File: config.mk
export PLATFORM = sky130hd
export DESIGN_NAME = host_mem_arbiter
export DESIGN_NICKNAME = d
export VERILOG_FILES = /design/src/rtl/host_mem_arbiter.sv
export SDC_FILE = /design/constraint.sdc
export NUM_CORES = 1
export LEC_CHECK = 0
export ABC_AREA = 1
export ABC_CLOCK_PERIOD_IN_PS = 2800
export BUFFER_PORTS_ARGS = -buffer_cell sky130_fd_sc_hd__buf_2
export CORE_AREA = 2 2 168 170
export DETAILED_ROUTE_END_ITERATION = 16
export DIE_AREA = 0 0 170 172
export GPL_TIMING_DRIVEN = 1
export SLEW_MARGIN = 20
export SYNTH_ARGS = -nofsm -noshare
export SYNTH_HDL_FRONTEND = slang
export SYNTH_SLANG_ARGS = --single-unit
File: constraint.sdc
create_clock -name clk_i -period 2.8 [get_ports clk_i]
set_input_delay 0.56 -clock clk_i [delete_from_list [all_inputs] [get_ports clk_i]]
set_output_delay 0.56 -clock clk_i [all_outputs]
set_load 0.01 [all_outputs]
File: src/rtl/host_mem_arbiter.sv
// Round-robin arbiter that shares one OBI host memory port between NUM_REQ requesters.
// Define HOST_ARB_FIXED_PRIO_EN to build a fixed-priority arbiter instead (lowest index wins).
//
// state   | meaning
// --------+-----------------------------------------------------------------
// ST_IDLE | arbitrate among req_i each cycle while the ID FIFO has room
// ST_HOLD | memory stalled the last winner; keep presenting sel_q until gnt
module host_mem_arbiter #(
    parameter int NUM_REQ         = 4,
    parameter int ADDR_W          = 32,
    parameter int DATA_W          = 32,
    parameter int MAX_OUTSTANDING = 2
) (
    input  logic                         clk_i,
    input  logic                         rst_i,
    input  logic [NUM_REQ-1:0]           req_i,
    input  logic [NUM_REQ-1:0]           we_i,
    input  logic [NUM_REQ*DATA_W/8-1:0]  be_i,
    input  logic [NUM_REQ*ADDR_W-1:0]    addr_i,
    input  logic [NUM_REQ*DATA_W-1:0]    wdata_i,
    output logic [NUM_REQ-1:0]           gnt_o,
    output logic [NUM_REQ-1:0]           rvalid_o,
    output logic [DATA_W-1:0]            rdata_o,
    output logic                         mem_req_o,
    output logic                         mem_we_o,
    output logic [DATA_W/8-1:0]          mem_be_o,
    output logic [ADDR_W-1:0]            mem_addr_o,
    output logic [DATA_W-1:0]            mem_wdata_o,
    input  logic                         mem_gnt_i,
    input  logic                         mem_rvalid_i,
    input  logic [DATA_W-1:0]            mem_rdata_i,
    output logic                         err_o
);

    localparam int BE_W  = DATA_W / 8;
    localparam int SEL_W = $clog2(NUM_REQ);
    localparam int PTR_W = (MAX_OUTSTANDING > 1) ? $clog2(MAX_OUTSTANDING) : 1;
    localparam int CNT_W = $clog2(MAX_OUTSTANDING + 1);
    localparam logic [NUM_REQ-1:0] ONE_HOT0 = NUM_REQ'(1);

    typedef enum logic {
        ST_IDLE = 1'b0,
        ST_HOLD = 1'b1
    } state_e;

    state_e             state_q, state_d;
    logic [SEL_W-1:0]   sel_q, sel_d;
    logic [SEL_W-1:0]   fifo_q [MAX_OUTSTANDING];
    logic [SEL_W-1:0]   fifo_d [MAX_OUTSTANDING];
    logic [PTR_W-1:0]   wr_ptr_q, wr_ptr_d;
    logic [PTR_W-1:0]   rd_ptr_q, rd_ptr_d;
    logic [CNT_W-1:0]   cnt_q, cnt_d;
`ifndef HOST_ARB_FIXED_PRIO_EN
    logic [SEL_W-1:0]   rr_ptr_q, rr_ptr_d;
`endif

    logic [SEL_W-1:0]   winner;
    logic [SEL_W-1:0]   mux_sel;
    logic [SEL_W-1:0]   head;
    logic               can_issue;
    logic               issue;
    logic               grant;
    logic               pop;

    function automatic logic [PTR_W-1:0] ptr_inc(input logic [PTR_W-1:0] p);
        return (p == PTR_W'(MAX_OUTSTANDING - 1)) ? '0 : p + 1'b1;
    endfunction

`ifdef HOST_ARB_FIXED_PRIO_EN
    always_comb begin : fixed_arb
        logic [SEL_W-1:0] cand;
        winner = '0;
        cand   = '0;
        for (int i = NUM_REQ - 1; i >= 0; i--) begin
            cand = SEL_W'(i);
            if (req_i[cand]) begin
                winner = cand;
            end
        end
    end
`else
    // First requester at or after rr_ptr_q, wrapping modulo NUM_REQ.
    always_comb begin : rr_arb
        int               idx;
        logic             found;
        logic [SEL_W-1:0] cand;
        winner = '0;
        found  = 1'b0;
        idx    = 0;
        cand   = '0;
        for (int k = 0; k < NUM_REQ; k++) begin
            idx = int'(rr_ptr_q) + k;
            if (idx >= NUM_REQ) begin
                idx = idx - NUM_REQ;
            end
            cand = SEL_W'(idx);
            if (!found && req_i[cand]) begin
                winner = cand;
                found  = 1'b1;
            end
        end
    end
`endif

    // Issue is gated on the registered count only, so a same-cycle pop never
    // creates a combinational path from mem_rvalid_i to mem_req_o.
    always_comb begin
        can_issue = (cnt_q < CNT_W'(MAX_OUTSTANDING));
        mux_sel   = winner;
        issue     = 1'b0;
        if (state_q == ST_HOLD) begin
            mux_sel = sel_q;
            issue   = 1'b1;
        end else begin
            issue = can_issue && (|req_i);
        end
        if (rst_i) begin
            issue = 1'b0;
        end
        grant = issue && mem_gnt_i;
        head  = fifo_q[rd_ptr_q];
        pop   = mem_rvalid_i && (cnt_q != '0) && !rst_i;
    end

    always_comb begin
        mem_req_o   = issue;
        mem_we_o    = 1'b0;
        mem_be_o    = '0;
        mem_addr_o  = '0;
        mem_wdata_o = '0;
        if (!rst_i) begin
            mem_we_o    = we_i[mux_sel];
            mem_be_o    = be_i[int'(mux_sel)*BE_W +: BE_W];
            mem_addr_o  = addr_i[int'(mux_sel)*ADDR_W +: ADDR_W];
            mem_wdata_o = wdata_i[int'(mux_sel)*DATA_W +: DATA_W];
        end
        gnt_o    = grant ? (ONE_HOT0 << mux_sel) : '0;
        rvalid_o = pop ? (ONE_HOT0 << head) : '0;
        err_o    = mem_rvalid_i && (cnt_q == '0) && !rst_i;
    end

    assign rdata_o = mem_rdata_i;

    always_comb begin
        state_d  = state_q;
        sel_d    = sel_q;
        wr_ptr_d = wr_ptr_q;
        rd_ptr_d = rd_ptr_q;
        cnt_d    = cnt_q;
        fifo_d   = fifo_q;
`ifndef HOST_ARB_FIXED_PRIO_EN
        rr_ptr_d = rr_ptr_q;
`endif
        case (state_q)
            ST_IDLE: begin
                if (issue && !mem_gnt_i) begin
                    state_d = ST_HOLD;
                    sel_d   = winner;
                end
            end
            ST_HOLD: begin
                if (grant) begin
                    state_d = ST_IDLE;
                end
            end
            default: state_d = ST_IDLE;
        endcase

        if (grant) begin
            fifo_d[wr_ptr_q] = mux_sel;
            wr_ptr_d         = ptr_inc(wr_ptr_q);
`ifndef HOST_ARB_FIXED_PRIO_EN
            rr_ptr_d = (mux_sel == SEL_W'(NUM_REQ - 1)) ? '0 : mux_sel + 1'b1;
`endif
        end
        if (pop) begin
            rd_ptr_d = ptr_inc(rd_ptr_q);
        end
        case ({grant, pop})
            2'b10:   cnt_d = cnt_q + 1'b1;
            2'b01:   cnt_d = cnt_q - 1'b1;
            default: cnt_d = cnt_q;
        endcase
    end

    always_ff @(posedge clk_i) begin
        if (rst_i) begin
            state_q  <= ST_IDLE;
            sel_q    <= '0;
            wr_ptr_q <= '0;
            rd_ptr_q <= '0;
            cnt_q    <= '0;
            fifo_q   <= '{default: '0};
`ifndef HOST_ARB_FIXED_PRIO_EN
            rr_ptr_q <= '0;
`endif
        end else begin
            state_q  <= state_d;
            sel_q    <= sel_d;
            wr_ptr_q <= wr_ptr_d;
            rd_ptr_q <= rd_ptr_d;
            cnt_q    <= cnt_d;
            fifo_q   <= fifo_d;
`ifndef HOST_ARB_FIXED_PRIO_EN
            rr_ptr_q <= rr_ptr_d;
`endif
        end
    end

endmodule
==> reports/results.env <==
POST-ROUTE-WORST-SETUP-SLACK_PS=-203.2
CP.ARRIVAL_PS=2440
FILL_CELLS=3058
MET1_LENGTH_UM=9947
NUMBER_OF_GLOBAL_ROUTE_VIAS_BEFORE_REPAIR=6205
PLACEABLECOREAREA_UM2=27480
TOTAL_POWER_W=0.005119
PATH_CELLS='buf_6 > nand2_4 > o21ai_4 > nand2_2 > nand2_4 > nand3_2 > nand2_2 > nand2_2 > nand3_4 > buf_6 > buf_12 > clkbuf_16 > nand3_1 > nand3_1 > nand2_1 > nor2_1 > buf_2'
NETLIST_TOP_CELLS_COUNT='sky130_fd_sc_hd__nand2_1 (316), sky130_fd_sc_hd__nand3_1 (213), sky130_fd_sc_hd__nor2_1 (148)'
WL_MET3_UM=2155
LEAKAGE_nW=4.542
CLOCK_TREE_FROM_TRITONCTS='done'
SYNTH_ASYNC_SR_FLOP_SHARE=0
TOP_LEVEL_PORTS=427
CTS_MADE_BUFFERS=3
YOSYSSEQAREASHARE=0.06303
MIN_PERIOD_OVER_PERIOD=1.073
MAX_FREQ_MHz=333.0
GRT_FIRST_PASS_WIRELENGTH_UM=33360
MAX_CAP_VIOLATIONS=0
YOSYS.CELL_TYPES.COUNT=27
TOP_LAYER_USED='met5'
SYNTH_SEQ_CELLS=13
WORST_SETUP_HOLD_PATH_CLK_SLEW_PS=40
CP.REQUIRED_PS=2240
WORST_PATH_MOST_REPEATED_CELL='sky130_fd_sc_hd__nand2_2'
WORSTSKEWPAIRLATENCY_PS=240
COUNT_OF_ENDPOINTS_FAILING_HOLD_IN_THE_FINAL_TIMING_REPORT=0
DR.FIRST_ITER.DRC_COUNT=363
CTS_MAX_PATH_BUFFERS=2
WORSTMARGINPINSLEW_PS=627.1
AVGSYNTHCELLAREA_UM2=4.757
NETS_FINAL=1544
DIE_W_UM=170
CRITICAL_PATH.TOP_DELAY_FAMILY='simple AND/OR/NAND/NOR gates'
DP_HPWL_UM=17230
DRT-TOTAL-WL_UM=26630
DESIGN.DIE.AREA_UM2=29240
NETLIST.AREA_LEADER.SHARE=0.2873
ROUTED-VIA-COUNT=7189
SETUP_TOTAL_NEGATIVE_SLACK_PS=-8032
SYNTH_AREA_LEADERS='sky130_fd_sc_hd__nand2_1 (29%), sky130_fd_sc_hd__nand3_1 (26%), sky130_fd_sc_hd__nor2_1 (13%)'
DRIVE_ABOVE_1_SHARE=0.5336
PRECTSSETUPSLACK_PS=-216.9
FAILED_CHECKS='negative setup slack'
H-TREE-DEPTH=1
CLOCK-ROOT-BUFFER='sky130_fd_sc_hd__clkbuf_16'
REPORT.FINAL.SLEW_VIOL_COUNT=0
SYNTH_MOST_COMMON_CELL='sky130_fd_sc_hd__nand2_1'
SYNTH.LARGEST_AREA_CELL='sky130_fd_sc_hd__nand2_1'
COUNT_OF_BUFFER_AND_INVERTER_CELLS_ON_THE_CRITICAL_PATH=5
YOSYSWARNINGCOUNT=0
HP-CLASS='reg2reg'
SYN_NETS=1189
CLOCK_SINK_COUNT=13
DRC=0
DRT_PRE_ANTENNA_ITERS=7
GRT_ANTENNA_BEFORE_REPAIR=5
DOMINANTREGCELLSYNTH='sky130_fd_sc_hd__dfxtp_1'
CRITPATHCAPTURETYPE='output port'
START_UTIL=0.1503
POWER-PER-CELL-AREA_nW_PER_UM2=631.1
GRT_START_MAX_NET_PINS=71
OVERFLOW=0
GRT_SETUP_UNREPAIRED='true'
GLOBALPLACE.CONGESTION=0.8830
SYN_TO_FINAL_GROWTH_PCT=96.45
ANT_NETS=0
MIN_PERIOD_PS=3003
SYNTH-EDFF-COUNT=0
MAPPEDNETLISTAREA_UM2=4129
CRIT_PATH_MAX_FANOUT=6
IRDROPWORSTVDD_mV=0.2550
MAX-SLEW-MARGIN-REL=0.5787
POSTSYNTHCELLCOUNT=868
TIMING.CRITICAL_PATH.FROM_TYPE='flop'
DIE_HEIGHT_UM=172
FINAL_REPORT_SETUP_VIOLATION_COUNT=73
CRIT_TYPE='reg2out'
GLOBAL_ROUTE.USAGE.TOTAL=0.1490
AVGVIACOUNTPERCELL=4.582
MET2ROUTEDLENGTH_UM=13310
BUFFER_PORTS.INSERTED=362
WIRE_PER_INST_UM=16.97
FINAL.HOLD.WORST_SLACK_PS=471.1
RESULT_OF_THE_RUN='finished with violations'
CRITPATHSLOWESTCELL='sky130_fd_sc_hd__dfxtp_4'
CTS_HOLD_REPAIR.BUFFERS=0
CLOCK_SKEW_PS=4.119
STD_CELL_ROWS=61
CP_SLOWEST_STAGE_DELAY_PS=400
==> registers in the layout, summed over array words and instances, names as in the netlist, named ones only <==
register / flops
cnt_q: 2
fifo_q: 4
rd_ptr_q: 1
rr_ptr_q: 2
sel_q: 2
wr_ptr_q: 1
==> cells by family after synthesis <==
kind of cell / Yosys count / share of synthesized area
AOI/OAI and AO/OA: 24 / 0.02909
adders and majority gates: 5 / 0.01515
buffers and inverters: 130 / 0.1800
DFF: 13 / 0.06303
and+or+nand+nor: 696 / 0.7127
==> where the power goes <==
part / internal, W / switching [W]
registers: 0.000203 / 0.0000177
clock network: 0.000192 / 0.0000768
logic: 0.00215 / 0.00248
total: 0.00255 / 0.00257
==> area by class of cell <==
type                            count  area, um^2  share of cell area
Antenna cell                        1       2.502           0.0003085
Clock buffer                        4       78.83            0.009718
Inverter                           28       128.9             0.01589
Multi-Input combinational cell    725        3969              0.4893
Sequential cell                    13       264.0             0.03255
Tap cell                          346       432.9             0.05337
Timing Repair Buffer              452        3236              0.3989
==> cells in the final DEF (no fill, tap or decap), types with 2 or more instances in the layout <==
master,n
sky130_fd_sc_hd__dfxtp_1,12
sky130_fd_sc_hd__nor2_1,129
sky130_fd_sc_hd__nand3_2,62
sky130_fd_sc_hd__nand2_2,64
sky130_fd_sc_hd__inv_1,18
sky130_fd_sc_hd__buf_2,361
sky130_fd_sc_hd__nand4_1,2
sky130_fd_sc_hd__nand3_1,149
sky130_fd_sc_hd__clkbuf_16,13
sky130_fd_sc_hd__nor2_2,15
sky130_fd_sc_hd__buf_6,10
sky130_fd_sc_hd__nor2_4,5
sky130_fd_sc_hd__inv_2,7
sky130_fd_sc_hd__buf_16,10
sky130_fd_sc_hd__nand2_4,28
sky130_fd_sc_hd__a21oi_1,9
sky130_fd_sc_hd__nand3_4,3
sky130_fd_sc_hd__ha_4,4
sky130_fd_sc_hd__o21ai_0,13
sky130_fd_sc_hd__buf_8,11
sky130_fd_sc_hd__nor4_1,2
sky130_fd_sc_hd__nand2_1,227
sky130_fd_sc_hd__buf_12,18
sky130_fd_sc_hd__nor3_1,5
sky130_fd_sc_hd__buf_4,31
==> metal layers <==
layer  GRT usage  up-vias
met5           0        -
met4     0.06169        6
met3     0.02449       78
met2      0.2751      422
met1      0.1704     3219
li1            -     3464
==> final timing paths <==
check | start | endpoint | slack (ps) | depth (start not counted)
max | rr_ptr_q[0] | mem_wdata_o[16] | -200 | 17
min | sel_q[1] | sel_q[1] | 470 | 2
max reg2reg | rr_ptr_q[0] | rr_ptr_q[1] | 480 | 17
min reg2reg | sel_q[1] | sel_q[1] | 470 | 2
==> per-stage QoR <==
step           utilization  cells  instance area [um^2]
6_report            0.2952   1569                  8112
5_1_grt             0.2952   1569                  8112
4_1_cts             0.2593   1554                  7126
3_5_place_dp        0.2314   1530                  6359
3_3_place_gp        0.2314   1530                  6359
2_1_floorplan            -    868                  4129
==> tightest hold or removal path: stages, from the launching register on <==
cell and delay [ps]:
sky130_fd_sc_hd__dfxtp_1 300, sky130_fd_sc_hd__nand2_1 60, sky130_fd_sc_hd__a21oi_1 60
==> repair_timing <==
action                     4_1_cts  5_1_grt
gates resized for setup         82      196
setup buffers                    8        6
gates cloned                    12       11
pin swaps                       11       78
setup endpoints to repair       73       73
No activity file was read; power rests on OpenSTA's default activity.
